`config.mk`:
```
export PLATFORM = sky130hd
export DESIGN_NAME = ps2_led_ctrl
export DESIGN_NICKNAME = d
export VERILOG_FILES = /design/src/rtl/ps2_pkg.sv /design/src/rtl/ps2_timeout.sv /design/src/rtl/ps2_led_ctrl.sv
export SDC_FILE = /design/constraint.sdc
export NUM_CORES = 1
export LEC_CHECK = 0
export ABC_CLOCK_PERIOD_IN_PS = 6300
export CORE_AREA = 2 2 62 109
export DETAILED_ROUTE_END_ITERATION = 10
export DIE_AREA = 0 0 64 111
export PLACE_DENSITY = 0.67
export SLEW_MARGIN = 25
export SYNTH_ARGS = -nofsm -noshare
export SYNTH_HDL_FRONTEND = slang
export SYNTH_SLANG_ARGS = --single-unit
export TNS_END_PERCENT = 1
```
`constraint.sdc`:
```
create_clock -name clk -period 6.3 [get_ports clk]
set_input_delay 1.26 -clock clk [delete_from_list [all_inputs] [get_ports clk]]
set_output_delay 1.26 -clock clk [all_outputs]
set_load 0.03 [all_outputs]
```
`src/rtl/ps2_pkg.sv`:
```
// ps2_pkg: shared definitions for the PS/2 keyboard LED controller.
//   state_t      - controller FSM states
//   CMD_SET_LED  - "set LEDs" command byte sent to the keyboard
//   RSP_ACK      - keyboard acknowledge
//   RSP_RESEND   - keyboard asks for the last byte again
//   RSP_BAT_OK   - keyboard power-on self-test passed (keyboard LEDs are now off)
//   led_cmd_byte - formats the LED argument byte of the set-LED command
package ps2_pkg;

    typedef enum logic [2:0] {
        IDLE      = 3'd0,
        SEND_CMD  = 3'd1,
        WAIT_ACK1 = 3'd2,
        SEND_LED  = 3'd3,
        WAIT_ACK2 = 3'd4
    } state_t;

    localparam logic [7:0] CMD_SET_LED = 8'hED;
    localparam logic [7:0] RSP_ACK     = 8'hFA;
    localparam logic [7:0] RSP_RESEND  = 8'hFE;
    localparam logic [7:0] RSP_BAT_OK  = 8'hAA;

    // LED argument byte: [2] caps, [1] num, [0] scroll, upper bits zero.
    function automatic logic [7:0] led_cmd_byte(input logic [2:0] leds);
        return {5'b00000, leds};
    endfunction

endpackage

```
`src/rtl/ps2_timeout.sv`:
```
// ps2_timeout: reply timer for the LED controller.
// A clear loads CYCLES-1; while enabled the count decrements and sticks at zero,
// so expired rises exactly CYCLES-1 enabled cycles after the clear and stays high.
// Ports:
//   clk     in  clock
//   rst     in  synchronous active-high reset (count to zero)
//   clear   in  restart the timer (wins over enable)
//   enable  in  count this cycle
//   expired out count has reached zero
module ps2_timeout #(
    parameter int CYCLES = 1000000
) (
    input  logic clk,
    input  logic rst,
    input  logic clear,
    input  logic enable,
    output logic expired
);

    localparam int CW = (CYCLES > 1) ? $clog2(CYCLES) : 1;
    localparam logic [CW-1:0] LOAD = CW'(CYCLES - 1);

    logic [CW-1:0] count;

    // Down-counter: load on clear, saturating decrement while enabled.
    always_ff @(posedge clk) begin
        if (rst) begin
            count <= {CW{1'b0}};
        end else if (clear) begin
            count <= LOAD;
        end else if (enable && (count != {CW{1'b0}})) begin
            count <= count - {{(CW-1){1'b0}}, 1'b1};
        end
    end

    assign expired = (count == {CW{1'b0}});

endmodule

```
`src/rtl/ps2_led_ctrl.sv`:
```
// ps2_led_ctrl: keeps the keyboard LEDs in step with led_req by running the
// 0xED / LED-byte command exchange, with resend/timeout retries, while passing
// every non-reply byte from the receiver through to the scan-code decoder.
// Ports:
//   clk, rst            clock, synchronous active-high reset
//   led_req[2:0]        requested LEDs (caps, num, scroll)
//   ps2_code_new/code   receiver strobe (rising edge significant) and byte
//   fwd_code_new/code   one-cycle forwarded byte to the decoder
//   tx_valid/data/ready byte offered to the PS/2 transmitter, valid/ready handshake
//   busy                transaction in progress
//   err                 one-cycle pulse when a byte runs out of retries
module ps2_led_ctrl
    import ps2_pkg::*;
#(
    parameter int TIMEOUT_CYCLES = 1000000,
    parameter int MAX_RETRY      = 3
) (
    input  logic       clk,
    input  logic       rst,
    input  logic [2:0] led_req,
    input  logic       ps2_code_new,
    input  logic [7:0] ps2_code,
    output logic       fwd_code_new,
    output logic [7:0] fwd_code,
    output logic       tx_valid,
    output logic [7:0] tx_data,
    input  logic       tx_ready,
    output logic       busy,
    output logic       err
);

    localparam int RW = (MAX_RETRY > 0) ? $clog2(MAX_RETRY + 1) : 1;
    localparam logic [RW-1:0] RETRY_LIMIT = RW'(MAX_RETRY);

    state_t        state;
    logic          code_new_d;
    logic [2:0]    led_applied;
    logic [2:0]    led_pend;
    logic [RW-1:0] retry;

    logic rx_event;
    logic in_wait;
    logic is_reply;
    logic forward;
    logic handshake;
    logic timed_out;
    logic ack_now;
    logic resend_now;

    assign rx_event  = ps2_code_new & ~code_new_d;
    assign in_wait   = (state == WAIT_ACK1) || (state == WAIT_ACK2);
    assign is_reply  = (ps2_code == RSP_ACK) || (ps2_code == RSP_RESEND);
    // Replies are swallowed only while a reply is expected; everything else is a scan byte.
    assign forward   = rx_event & ~(in_wait & is_reply);
    assign handshake = tx_valid & tx_ready & ((state == SEND_CMD) || (state == SEND_LED));
    assign ack_now   = in_wait & rx_event & (ps2_code == RSP_ACK);
    // A received byte in the same cycle as the timeout masks the timeout.
    assign resend_now = in_wait & ((rx_event & (ps2_code == RSP_RESEND)) | (~rx_event & timed_out));

    ps2_timeout #(
        .CYCLES (TIMEOUT_CYCLES)
    ) u_timeout (
        .clk     (clk),
        .rst     (rst),
        .clear   (handshake),
        .enable  (in_wait),
        .expired (timed_out)
    );

    // Strobe edge detection and one-cycle forwarding of non-reply bytes.
    always_ff @(posedge clk) begin
        if (rst) begin
            code_new_d   <= 1'b0;
            fwd_code_new <= 1'b0;
            fwd_code     <= 8'h00;
        end else begin
            code_new_d   <= ps2_code_new;
            fwd_code_new <= forward;
            if (forward) begin
                fwd_code <= ps2_code;
            end
        end
    end

    // Command FSM with registered transmitter, busy and error outputs.
    always_ff @(posedge clk) begin
        if (rst) begin
            state       <= IDLE;
            tx_valid    <= 1'b0;
            tx_data     <= 8'h00;
            busy        <= 1'b0;
            err         <= 1'b0;
            led_applied <= 3'b000;
            led_pend    <= 3'b000;
            retry       <= {RW{1'b0}};
        end else begin
            err <= 1'b0;
            case (state)
                IDLE: begin
                    // Self-test pass means the keyboard LEDs went dark.
                    if (rx_event && (ps2_code == RSP_BAT_OK)) begin
                        led_applied <= 3'b000;
                    end
                    if (led_req != led_applied) begin
                        led_pend <= led_req;
                        retry    <= {RW{1'b0}};
                        state    <= SEND_CMD;
                        tx_valid <= 1'b1;
                        tx_data  <= CMD_SET_LED;
                        busy     <= 1'b1;
                    end
                end
                SEND_CMD, SEND_LED: begin
                    if (handshake) begin
                        tx_valid <= 1'b0;
                        state    <= (state == SEND_CMD) ? WAIT_ACK1 : WAIT_ACK2;
                    end
                end
                WAIT_ACK1, WAIT_ACK2: begin
                    if (ack_now) begin
                        if (state == WAIT_ACK1) begin
                            state    <= SEND_LED;
                            tx_valid <= 1'b1;
                            tx_data  <= led_cmd_byte(led_pend);
                            retry    <= {RW{1'b0}};
                        end else begin
                            led_applied <= led_pend;
                            state       <= IDLE;
                            busy        <= 1'b0;
                        end
                    end else if (resend_now) begin
                        if (retry < RETRY_LIMIT) begin
                            retry    <= retry + {{(RW-1){1'b0}}, 1'b1};
                            tx_valid <= 1'b1;
                            if (state == WAIT_ACK1) begin
                                state   <= SEND_CMD;
                                tx_data <= CMD_SET_LED;
                            end else begin
                                state   <= SEND_LED;
                                tx_data <= led_cmd_byte(led_pend);
                            end
                        end else begin
                            // Give up on this setting rather than loop forever.
                            err         <= 1'b1;
                            led_applied <= led_pend;
                            state       <= IDLE;
                            busy        <= 1'b0;
                        end
                    end
                end
                default: begin
                    state    <= IDLE;
                    tx_valid <= 1'b0;
                    busy     <= 1'b0;
                end
            endcase
        end
    end

endmodule
```
==> impl_metrics.yaml, run 1 <==
setup_path:
  start_kind: "input port"
  reg2reg_depth: 5
  endpoint_kind: "flop"
  arrival_ps: 3820
  critical_path_class: "in -> reg"
  worstPathMaxFanout: 6
  required_ps: 6470
routing:
  wirelength_um: 5670
  dr_total_vias: 2155
  drtIter0Drc: 109
  ant_nets: 0
  first_pass_iters: 4
  wl_per_cell_um: 14.69
  vias_per_cell: 5.583
  drc: 0
synthesis:
  synth_nets: 299
  ys.flop_type: "dfxtp_1"
  yosys_register_bits: 48
  ys_seq_area_share_pct: 39.45
  postSynthAreaPerCell_um2: 8.669
  ys_async_sr_fraction_pct: 0
  synth_cells: 281
  synth_edf_count: 0
  synth_cell_type_count: 50
  netlist_area_um2: 2436
  yosys_warnings: 0
placed_design:
  dp_cells: 378
  gp_congestion: 0.8238
  place_area_um2: 2788
  post-dp-hpwl_um: 4113
  dpl_worst_slack_ps: 2389
  port_buffers: 33
power:
  combinationalPowerShare_pct: 34.6
  power.switching_uw: 377.3
  leakage_uw: 0.001096
  swShare_pct: 34.79
  peakVddDrop_uv: 217.1
  power.internal_uw: 707.3
  power_density_nw_per_um2: 364.7
  seq_power_share_pct: 35.9
  pwr-share-clk_pct: 29.5
die:
  rows: 39
  core_area_um2: 6295
  num_io_pins: 35
  start_util_pct: 38.70
  die_height_um: 111
  die_area_um2: 7104
  fp.dieW_um: 64
run:
  cap_violations: 0
clock_tree:
  clock_latency_ps: 280
  cts_root_buf: "clkbuf_16"
  path_clk_slew_ps: 60
  post_cts_buffers: 0
  clockBufferDepth: 2
  cts_sinks: 48
  postCtsHoldBufs: 0
  cts-htree-levels: 2
  post_cts_resize_count: 0
  cts_tree: "done"
  cts_buffers: 5
timing:
  timing.hold.ws_ps: 474.3
  setup_tns_ps: 0
  fin_ws_ps: 2650
  fmax_mhz: 273.9
  setup_viol: 0
  rsz0062_at_grt: "no"
  finalCriticalPeriod_ps: 3650
  hold_viol: 0
  slew_viol_final: 0
  tightest_slew_ps: 980.3
  relSlewSlack_pct: 34.04
  period_share_pct: 57.94
  skew_ps: 8.091
grt:
  grt_pass1_wl_um: 9929
  antenna_found_initial: 0
  grt_pass1_vias: 2203
  grt_max_degree: 47
  grt_overflow_total: 0
  grt_usage_pct: 17.00
worst_hold_path:
  hp-class: "reg -> reg"
  hold_depth: 2
finish:
  nets: 321
  final_cells: 386
  diodes: 0
  final_area_um2: 2974
  drive_gt1_share_pct: 5.592
  syn_to_final_growth_pct: 22.09
  fillers: 613
status:
  status: "finished clean"
logic make-up after synthesis:
family,Yosys count,share of synthesized area (%)
simple gates,106,25.37
compound gates,71,19.00
flops,48,39.45
buf+inv,28,5.033
mux,15,6.214
xor+xnor,9,3.236
fa+ha+maj,3,1.541
other cells,1,0.1539
worst paths after layout:
path                  startpoint                  end  slack, ps
max                 ps2_code_new           tx_data[1]       2650
min          u_timeout.count[11]  u_timeout.count[11]        470
max reg2reg   u_timeout.count[2]  u_timeout.count[17]       3380
min reg2reg  u_timeout.count[11]  u_timeout.count[11]        470
per-layer routing:
layer  track usage, %  vias to the layer above  wire (um)
li1                 -                     1086          -
met1            17.20                     1036       2241
met2            33.33                       25       3222
met3            2.132                        8        108
met4            6.812                        0         97
met5                0                        -          0
flip-flops by register name, summed over array words and instances, names as in the netlist:
register / cells
code_new_d: 1
fwd_code: 8
fwd_code_new: 1
busy: 1
state: 3
led_applied: 3
tx_data: 4
err: 1
retry: 2
tx_valid: 1
u_timeout.count: 20
led_pend: 3
power groups by stage:
| stage | sequential (uW) | clock, uW | combinational, uW |
|---|---|---|---|
| 2_1_floorplan | 399 | 0 | 280 |
| 3_3_place_gp | 394 | 0 | 369 |
| 3_5_place_dp | 396 | 0 | 373 |
| 4_1_cts | 389 | 324 | 377 |
| 5_1_grt | 398 | 336 | 419 |
| 6_report | 389 | 320 | 376 |
synth_stat cells (all sizes together), types with 4 or more instances:
cell     n  area share, %
or3     11            3.0
nand3    7            1.4
a211oi   4            1.2
or4     11            3.4
o21ai   10            2.1
xnor2    4            1.4
o211ai   4            1.2
inv      9            1.4
a31oi   12            3.1
buf      7            1.8
clkbuf  12            1.8
nor3     6            1.2
nor2    23            3.5
a21oi   17            3.5
nand2    5           0.77
o31ai    8            2.5
nor2b    5            1.3
dfxtp   48             39
nor4     6            1.5
xor2     5            1.8
mux2i   14            5.8
nand2b  11            2.8
stage by stage:
stage	power (uW)	utilization, %
floorplan	679.0	-
global placement	763.0	44.29
detailed placement	769.0	44.29
CTS	1090	47.19
global route	1153	47.25
finish	1085	47.25
layout make-up:
cell class | count | area [um^2] | share of cell area [%]
Clock buffer | 7 | 152.6 | 5.133
Multi-Input combinational cell | 205 | 1356 | 45.60
Tap cell | 82 | 102.6 | 3.450
Timing Repair Buffer | 34 | 337.8 | 11.36
Inverter | 9 | 33.78 | 1.136
Sequential cell | 48 | 960.9 | 32.31
Clock inverter | 1 | 30.03 | 1.010
cells in the final DEF (no fill, tap or decap), types with 2 or more instances in the layout:
| cell | count |
|---|---|
| a211oi_1 | 4 |
| a21oi_1 | 16 |
| a221oi_1 | 2 |
| a311oi_1 | 2 |
| a31oi_1 | 12 |
| and2_1 | 2 |
| and3_1 | 3 |
| clkbuf_16 | 5 |
| clkbuf_8 | 2 |
| clkdlybuf4s50_1 | 33 |
| dfxtp_1 | 48 |
| ha_1 | 3 |
| inv_1 | 9 |
| mux2i_1 | 14 |
| nand2_1 | 5 |
| nand2b_1 | 11 |
| nand3_1 | 7 |
| nand4_1 | 3 |
| nand4b_1 | 2 |
| nor2_1 | 23 |
| nor2b_1 | 5 |
| nor3_1 | 6 |
| nor4_1 | 6 |
| nor4b_1 | 2 |
| o211a_1 | 2 |
| o211ai_1 | 4 |
| o21ai_0 | 10 |
| o22ai_1 | 3 |
| o31a_1 | 2 |
| o31ai_1 | 8 |
| or2_2 | 3 |
| or3_1 | 10 |
| or4_1 | 11 |
| xnor2_1 | 4 |
| xor2_1 | 5 |
critical path, cell delays in order:
cell and delay, ps:
clkdlybuf4s50_1 500, or3b_2 480, nor4_1 760, o31a_1 250, nand3_1 240, mux2_2 340
(Power assumes the default switching activity.)
==> run 2: changes to the inputs <==
Settings changed: ABC_CLOCK_PERIOD_IN_PS 6300 to 3650.
Clock period 6.3 ns to 3.65 ns, I/O delays scaled along.
==> run 2 against run 1 <==
  * Wire length increased by 0.53%
  * Core utilization about the same
  * Clock-buffer cell count unchanged
  * Via count decreased by 0.65%
  * First-iteration DRC count increased by 26%
  * Flip-flop and latch count unchanged
  * Cell count increased by 1.0%
==> impl_metrics.yaml, run 2 (synthesis results as in run 1) <==
clock_tree:
  cts_tree: "done"
  post_cts_buffers: 0
  cts_root_buf: "clkbuf_16"
  cts_buffers: 5
  clockBufferDepth: 2
  postCtsHoldBufs: 0
  path_clk_slew_ps: 70
  cts_sinks: 48
  post_cts_resize_count: 0
  cts-htree-levels: 2
  clock_latency_ps: 280
routing:
  vias_per_cell: 5.490
  dr_total_vias: 2141
  ant_nets: 0
  drtIter0Drc: 137
  first_pass_iters: 6
  wl_per_cell_um: 14.62
  wirelength_um: 5700
  drc: 0
die:
  fp.dieW_um: 64
  num_io_pins: 35
  rows: 39
  core_area_um2: 6295
  die_area_um2: 7104
  die_height_um: 111
  start_util_pct: 38.70
setup_path:
  required_ps: 3820
  crit_top_cell: "or4_1"
  start_kind: "flop"
  endpoint_kind: "flop"
  slowest_delay_ps: 670
  critical-path-slowest-cell: "or4_1"
  path_cells: "or4_1 -> or4_1 -> o211ai_1 -> nand3_1 -> mux2_2"
  rrSetupSlack_ps: 850
  critical_path_class: "reg -> reg"
  arrival_ps: 2980
  path_buf_inv: 0
  worstPathMaxFanout: 9
  crit_family: "simple AND/OR/NAND/NOR gates"
run:
  cap_violations: 0
placed_design:
  place_area_um2: 2818
  post-dp-hpwl_um: 4175
  gp_congestion: 0.8773
  port_buffers: 33
finish:
  final_cell_mix: "dfxtp_1, clkdlybuf4s50_1, nor2_1"
  multiInputGateArea_um2: 1356
  diodes: 0
  regMostFlops: "u_timeout.count"
  largestRegisters: "u_timeout.count: 20 flops, fwd_code: 8 flops, tx_data: 4 flops"
  syn_to_final_growth_pct: 21.98
  largest_reg_flops: 20
  seq_area_um2: 960.9
  final_area_um2: 2972
  final_common_cell: "dfxtp_1"
  fillers: 600
  drive_gt1_share_pct: 6.494
  nets: 325
grt:
  grt_pass1_wl_um: 9763
  antenna_found_initial: 0
  grt_max_degree: 47
  grt_pass1_vias: 2108
  grt_overflow_total: 0
  grt_usage_pct: 17.03
power:
  power_density_nw_per_um2: 607.7
  leakage_uw: 0.001096
  total_power_uw: 1806
  peakVddDrop_uv: 412.9
timing:
  setup_tns_ps: 0
  finalCriticalPeriod_ps: 2804
  tightest_slew_ps: 695.5
  timing.hold.ws_ps: 473.5
  rsz0062_at_grt: "no"
  skew_ps: 6.948
  relSlewSlack_pct: 53.43
  period_share_pct: 76.81
  hold_viol: 0
  slew_viol_final: 0
  fmax_mhz: 356.7
  setup_viol: 0
worst_hold_path:
  hp-class: "reg -> reg"
status:
  status: "finished clean"
## run 2: cell types whose count changed in the layout (fill, tap and decap cells not counted)
cell        before  now
clkinvlp_4       0    1
bufinv_16        1    0
clkbuf_8         2    1
buf_4            1    5
clkbuf_1         0    1
## run 2: worst paths after layout
| path | start | end | depth (start not counted) |
|---|---|---|---|
| setup reg to reg | u_timeout.count[2] | tx_data[1] | 5 |
| setup / recovery | u_timeout.count[2] | tx_data[1] | 5 |
| hold reg to reg | tx_data[2] | tx_data[2] | 2 |
| hold / removal | tx_data[2] | tx_data[2] | 2 |
## run 2: layout make-up
type	count	area share, %
Clock buffer	7	4.800
Clock inverter	1	0.2526
Inverter	9	1.137
Multi-Input combinational cell	205	45.64
Sequential cell	48	32.34
Tap cell	82	3.453
Timing Repair Buffer	38	12.38
## run 2: worst register-to-register path, delay by kind of cell, from the launching register on
family | cells | cell delay, ps
mux | 1 | 350
compound gates | 1 | 340
simple gates | 3 | 1630
flops | 1 | 370
## run 2: layer usage
metal / track usage, % / vias up / share of wire [%]
li1: - / 1090 / -
met1: 18.91 / 1012 / 40
met2: 31.18 / 31 / 56
met3: 2.437 / 8 / 1.9
met4: 7.246 / 0 / 1.9
met5: 0 / - / 0
## run 2: through the flow
stage / setup slack (ps) / instances / utilization (%)
2_1_floorplan: 1097 / 281 / -
3_3_place_gp: 699.6 / 382 / 44.76
3_5_place_dp: 682.4 / 382 / 44.76
4_1_cts: 859.2 / 390 / 47.15
5_1_grt: 656.7 / 390 / 47.21
6_report: 846.5 / 390 / 47.21
## run 2: power by group
| group | internal [uW] | total [uW] | switching (uW) | leakage [uW] |
|---|---|---|---|---|
| combinational | 285 | 673 | 388 | 0.000633 |
| sequential | 597 | 671 | 74.1 | 0.000393 |
| clock | 273 | 462 | 189 | 0.0000701 |
==> run 3: changes to the inputs <==
Settings changed: ABC_CLOCK_PERIOD_IN_PS 3650 to 2800.
Clock period 3.65 ns to 2.8 ns, I/O delays scaled along.
==> run 3 against run 2 <==
  * Clock power grew 47%
  * Largest cell class unchanged
  * Largest power group unchanged
  * Critical path depth stayed put
  * Sequential power is 29% higher
  * Clock-buffer cell count down 1
  * Wire length rose by 3.8%
  * Global-route usage is 0.42 points higher
  * Via count grew 3.9%
  * Clock skew rose by 1.2 ps
  * Maximum frequency up 10%
  * Die area unchanged
  * Combinational power rose by 43%
  * First-iteration DRC count shrank 52%
==> impl_metrics.yaml, run 3 (synthesis results as in run 1) <==
timing:
  setup_tns_ps: 0
  tightest_slew_ps: 581.0
  skew_ps: 8.120
  slew_viol_final: 0
  relSlewSlack_pct: 61.15
  setup_viol: 0
  fin_ws_ps: 257.0
  finalCriticalPeriod_ps: 2543
  fmax_mhz: 393.2
  hold_viol: 0
  rsz0062_at_grt: "no"
  period_share_pct: 90.82
finish:
  largestRegisters: "u_timeout.count: 20 flops, fwd_code: 8 flops, tx_data: 4 flops"
  final_common_cell: "dfxtp_1"
  regMostFlops: "u_timeout.count"
  finish.utilization_pct: 49.04
  syn_to_final_growth_pct: 26.71
  fillers: 596
  drive_gt1_share_pct: 10.25
  multiInputGateArea_um2: 1353
  diodes: 0
  final_cell_mix: "dfxtp_1, clkdlybuf4s50_1, nor2_1"
  largest_reg_flops: 20
  seq_area_um2: 960.9
  final_area_um2: 3087
  nets: 339
clock_tree:
  clockBufferDepth: 2
  clock_latency_ps: 290
  postCtsHoldBufs: 0
  cts_buffers: 5
  cts-htree-levels: 2
  path_clk_slew_ps: 70
  cts_tree: "done"
  cts_root_buf: "clkbuf_16"
  post_cts_resize_count: 0
  post_cts_buffers: 0
  cts_sinks: 48
die:
  core_area_um2: 6295
  num_io_pins: 35
  start_util_pct: 38.70
  rows: 39
  fp.dieW_um: 64
  die_height_um: 111
  die_area_um2: 7104
grt:
  grt_usage_pct: 17.45
  grt_pass1_vias: 2186
  antenna_found_initial: 0
  grt_overflow_total: 0
  grt_pass1_wl_um: 9949
  grt_max_degree: 15
setup_path:
  endpoint_kind: "flop"
  start_kind: "flop"
  required_ps: 3020
  worstPathMaxFanout: 7
  arrival_ps: 2760
  critical_path_class: "reg -> reg"
power:
  power_density_nw_per_um2: 813.7
  combinationalPowerShare_pct: 38.4
  swShare_pct: 34.94
  seq_power_share_pct: 34.6
  leakage_uw: 0.001174
  power.switching_uw: 877.6
  power.internal_uw: 1634
  peakVddDrop_uv: 549.4
  pwr-share-clk_pct: 27.0
placed_design:
  dpl_worst_slack_ps: 116.2
  place_area_um2: 2923
  post-dp-hpwl_um: 4428
  gp_congestion: 0.8790
  port_buffers: 33
status:
  status: "finished clean"
worst_hold_path:
  hp-class: "reg -> reg"
routing:
  wirelength_um: 5915
  drtIter0Drc: 66
  ant_nets: 0
  vias_per_cell: 5.507
  dr_total_vias: 2225
  wl_per_cell_um: 14.64
  first_pass_iters: 4
  drc: 0
run:
  cap_violations: 0
[run 3: changes by cell type in the layout (fill, tap and decap cells not counted)]
cell | before | now
clkinv_2 | 0 | 1
clkbuf_8 | 1 | 0
buf_4 | 5 | 19
clkinvlp_4 | 1 | 0
a21oi_1 | 16 | 17
bufinv_16 | 0 | 1
a21oi_2 | 1 | 0
[run 3: through the flow]
step / cells / hold slack, ps / power, uW
after global placement: 396 / 463.7 / 1833
final: 404 / 474.5 / 2512
after floorplan: 281 / 441.3 / 1528
after detailed placement: 396 / 475.4 / 1842
after global routing: 404 / 513.1 / 2668
after CTS: 404 / 484.0 / 2522
[run 3: power by group through the flow]
stage	Sequential (uW)	Combinational (uW)	Clock, uW
3_5_place_dp	881	961	0
6_report	868	965	678
5_1_grt	882	1070	712
3_3_place_gp	878	955	0
4_1_cts	868	968	686
2_1_floorplan	899	629	0
[run 3: critical path, cell delays in order (launching register included)]
cell	delay, ps
dfxtp_1	370
or4_1	570
or4_1	580
or3_4	380
or4_1	410
a31oi_1	170
[run 3: area by class of cell]
class	instances	share of cell area, %
well taps	82	3.324
repair buffers	52	15.32
clock buffers	6	4.175
clock inverters	2	1.135
flip-flops and latches	48	31.13
multi-input cells	205	43.82
inverters	9	1.094
[run 3: worst paths after layout]
path | start | to | slack (ps) | cells after the start
min | tx_data[2] | tx_data[2] | 470 | 2
min reg2reg | tx_data[2] | tx_data[2] | 470 | 2
max reg2reg | u_timeout.count[2] | u_timeout.count[18] | 260 | 5
max | u_timeout.count[2] | u_timeout.count[18] | 260 | 5
[run 3: routing by layer]
metal  vias up  global-route usage (%)  part of all wire (%)
li1       1120                       -                     -
met1      1055                   17.76                    38
met2        37                   33.82                    57
met3        13                   2.538                   2.6
met4         0                   7.101                   2.5
met5         -                       0                     0
==> RTL change 1 (flow settings as in run 1) <==
The 5 states of `state_t` get a one-hot encoding in 5 bits.
--- a/src/rtl/ps2_pkg.sv
+++ b/src/rtl/ps2_pkg.sv
@@ -7,12 +7,12 @@
 //   led_cmd_byte - formats the LED argument byte of the set-LED command
 package ps2_pkg;
 
-    typedef enum logic [2:0] {
-        IDLE      = 3'd0,
-        SEND_CMD  = 3'd1,
-        WAIT_ACK1 = 3'd2,
-        SEND_LED  = 3'd3,
-        WAIT_ACK2 = 3'd4
+    typedef enum logic [4:0] {
+        IDLE      = 5'b00001,
+        SEND_CMD  = 5'b00010,
+        WAIT_ACK1 = 5'b00100,
+        SEND_LED  = 5'b01000,
+        WAIT_ACK2 = 5'b10000
     } state_t;
 
     localparam logic [7:0] CMD_SET_LED = 8'hED;
Check against the original RTL: same outputs for any inputs over 10 cycles, from zero or initial values and one cycle with rst high; not proved beyond that.
==> RTL change 1 against run 1 <==
  * Cell area shrank 2.2%
  * Die area is the same
  * Total power shrank 9.6%
  * Critical path depth grew 1
  * Area after synthesis shrank 2.6%
  * Combinational power shrank 23%
  * Sequential cell count grew 2
  * Synthesized cell count shrank 8.5%
  * Maximum frequency shrank 6.1%
  * Sequential power shrank 2%
  * Wire length shrank 7.0%
  * Via count shrank 10%
  * Setup slack lost 240 ps
==> RTL change 1: results (changes against run 1) <==
The count of fill cells added during filler insertion was 603 (was 613). Startpoint of the worst hold path: retry[1]$_SDFFE_PP0P_ (was u_timeout.count[11]$_SDFFE_PP0P_). For the total number of nets in the final design, the log shows 303 (was 321).

The tools report the signal arrival time at the worst endpoint as 4070 ps (was 3820 ps). The synthesis-to-finish area growth works out to 22.6% (was 22.1%). The placer congestion estimate came out at 0.771 (was 0.824). The first-pass GRT wire length was 9030 um (was 9930 um); the slack of the worst reg-to-reg path was 3630 ps (was 3380 ps).

The largest fanout on the critical path is 5 (was 6), and the total half-perimeter wirelength after legalization and detailed placement is 3850 um (was 4110 um). For the number of standard cells in the layout, taps in and fillers out, the log shows 367 (was 386). The delay of the slowest cell on the worst path works out to 730 ps (was 760 ps).

The synthesized instance count is 257 (was 281). The total placed instance area is 2740 um2 (was 2790 um2). The largest net degree at the start of global routing came out at 38 (was 47). Average wire length per cell after detail routing: 14.4 um (was 14.7 um). End point of the worst hold path: retry[1]$_SDFFE_PP0P_ (was u_timeout.count[11]$_SDFFE_PP0P_).

The worst hold slack after final layout was 484 ps (was 474 ps). Largest registers in the final layout: u_timeout.count (20), fwd_code (8), state (5) (was u_timeout.count (20), fwd_code (8), tx_data (4)). List of most frequent post-synthesis cells: dfxtp_1, nor2_1, a21oi_1, xor2_1, nor3_1 (was dfxtp_1, nor2_1, a21oi_1, mux2i_1).

The static leakage came out at 1.12 nW (was 1.10 nW). The depth of the worst register-to-register path came out at 6 (was 5). The tools report the capture point of the worst reg-to-reg path as u_timeout.count[3]$_SDFFE_PP0P_ (was u_timeout.count[17]$_SDFFE_PP0P_).

The tools report the final setup skew as 5.42 ps (was 8.09 ps). The worst relative slew slack was 46.3% (was 34.0%). Maximum vdd drop: 129 uV (was 217 uV). The flow ran to the end, and the final reports show no timing, DRC or antenna violations. The total global-route track usage is 15.6% (was 17.0%), and the number of unique standard cell types used by synthesis is 51 (was 50).

The tools report the DRC violation total after the first TritonRoute iteration as 114 (was 109).
## RTL change 1: critical path, delay by kind of cell
kind	cells	cell delay, ps
buffers and inverters	1	520
and+or+nand+nor	4	1640
muxes	1	420
AOI/OAI and AO/OA	1	230
## RTL change 1: final cells by class
cell class                      count  share of cell area, %
Inverter                            4                  0.516
Tap cell                           82                   3.53
Multi-Input combinational cell    190                   44.1
Sequential cell                    50                   34.4
Timing Repair Buffer               34                   11.6
Clock buffer                        6                   4.78
Clock inverter                      1                   1.03
## RTL change 1: power breakdown
part	total, mW	internal [mW]	switching [mW]
clock	0.306	0.196	0.111
combinational	0.291	0.117	0.173
sequential	0.383	0.352	0.0315
## RTL change 1: cell families after synthesis
group	share of synthesized area (%)
simple gates	24.4
flops	42.2
compound gates	13.5
xor+xnor	8.49
buf+inv	3.74
mux	6.01
fa+ha+maj	1.58
other cells	0.158
## RTL change 1: worst max-delay path by stage
stage / from / slack [ps] / endpoint
after floorplan: ps2_code[0] / 2860 / tx_data[0]$_SDFFE_PP0P_
after global placement: ps2_code[6] / 2140 / tx_data[2]$_SDFFE_PP0P_
after detailed placement: ps2_code[6] / 2100 / tx_data[2]$_SDFFE_PP0P_
after CTS: ps2_code[6] / 2420 / tx_data[2]$_SDFFE_PP0P_
after global routing: ps2_code[4] / 2190 / tx_data[0]$_SDFFE_PP0P_
final: ps2_code[6] / 2410 / tx_data[2]$_SDFFE_PP0P_
## RTL change 1: layer usage
metal  global-route usage (%)  vias to the layer above  part of all wire, %
met5                        0                        -                    0
met3                     2.44                       14                  2.4
met1                     16.2                      920                   41
met4                     7.39                        0                  2.8
li1                         -                      972                    -
met2                     29.3                       29                   54
==> RTL change 2 (settings of run 1) <==
Without the edit above. Set the parameter `TIMEOUT_CYCLES` to 2000000 (it was 1000000).
--- a/src/rtl/ps2_led_ctrl.sv
+++ b/src/rtl/ps2_led_ctrl.sv
@@ -12,7 +12,7 @@
 module ps2_led_ctrl
     import ps2_pkg::*;
 #(
-    parameter int TIMEOUT_CYCLES = 1000000,
+    parameter int TIMEOUT_CYCLES = 2000000,
     parameter int MAX_RETRY      = 3
 ) (
     input  logic       clk,
Function: no difference found for any inputs over 10 cycles, from zero or initial values and one cycle with rst high; that may be too few to reach the edited logic, so the function may still have changed.
==> RTL change 2 against run 1 <==
  * Cell area is 1.9% lower
  * Global-route usage is 0.95 points lower
  * Synthesized cell count is 2.8% lower
  * Non-clock buffer count stayed put
  * Total power is 29% higher
  * Setup slack better by 230 ps
  * Sequential cell count is 1 higher
  * Clock skew is 2.4 ps lower
  * Critical path depth is 1 higher
  * Combinational power is 64% higher
  * Count of clock-buffer cells in the layout stayed put
  * Wire length is 5.0% lower
  * Critical endpoint unchanged
  * Largest cell class unchanged
  * Area after synthesis is 2.8% lower
==> RTL change 2: results (changes against run 1) <==
The flow ran to the end, and the final reports show no timing, DRC or antenna violations. The static leakage was 1.09 nW (was 1.10 nW). For the total global-route track usage, the log shows 16.0% (was 17.0%). Largest fanout on the critical path: 5 (was 6). The total half-perimeter wirelength after legalization and detailed placement was 3940 um (was 4110 um). Total placed instance area: 2750 um2 (was 2790 um2). The area of the multi-input gates came out at 1310 um2 (was 1360 um2).

For the DRC violation total after the first TritonRoute iteration, the log shows 66 (was 109). The synthesized area per cell is 8.68 um2 (was 8.67 um2), and the arithmetic-cell share of the synthesized area counting full adders, half adders and majority gates is 1.58% (was 1.54%). The worst relative slew slack came out at 30.6% (was 34.0%).

The tools report the startpoint of the worst hold path as fwd_code[0]$_SDFFE_PP0P_ (was u_timeout.count[11]$_SDFFE_PP0P_). The logs give 608 (was 613) for the count of fill cells added during filler insertion and 291 (was 299) for the total nets after synthesis. The share of post-route cells with drive strength above 1 is 5.96% (was 5.59%).

The end point of the worst hold path was fwd_code[0]$_SDFFE_PP0P_ (was u_timeout.count[11]$_SDFFE_PP0P_). The tools report the post-placement worst setup slack as 2600 ps (was 2390 ps). The run gives 1975 (was 2155) as the total via count in the routed design. The part of the cycle the worst path needs came out at 54.3% (was 57.9%). The xor/xnor share of the synthesized area came out at 7.77% (was 3.24%). List of most frequent post-synthesis cells: dfxtp_1, a21oi_1, nor2_1, nand2_1, xnor2_1 (was dfxtp_1, nor2_1, a21oi_1, mux2i_1). The multiplexer fraction of the synthesized cell area came out at 4.23% (was 6.21%). The depth of the worst register-to-register path came out at 6 (was 5). The synthesis-to-finish area growth works out to 23.2% (was 22.1%).

The total number of nets in the final design is 319 (was 321). The number of clock sinks seen by CTS came out at 49 (was 48). The number of unique standard cell types used by synthesis was 47 (was 50). The launching point of the worst reg2reg path is u_timeout.count[15]$_SDFFE_PP0P_ (was u_timeout.count[2]$_SDFFE_PP0P_).
RTL change 2: changes by cell type after synthesis, moves of 5 or more:
cell     before  now
a21oi_1      17   30
a31oi_1      12    1
nand2_1       5   16
nor2_1       23   29
o31ai_1       8    2
or3_1        10    5
or4_1        11    3
xnor2_1       4   12
RTL change 2: power breakdown:
group / internal (mW) / leakage (nW) / switching (mW) / total [mW]
sequential: 0.388 / 0.401 / 0.0847 / 0.473
clock: 0.198 / 0.0841 / 0.114 / 0.312
combinational: 0.261 / 0.602 / 0.356 / 0.617
RTL change 2: per-layer routing:
metal  up-vias  part of all wire (%)  GRT usage, %
li1       1016                     -             -
met1       924                    41          17.3
met2        26                    56          29.2
met3         9                   1.7          2.44
met4         0                   2.2          8.26
met5         -                     0             0
RTL change 2: critical path, stage by stage:
cell and delay (ps):
clkdlybuf4s50_1 450, or3b_2 520, or3_1 380, a32oi_1 340, and2_1 290, nand2_2 110
o41ai_2 260
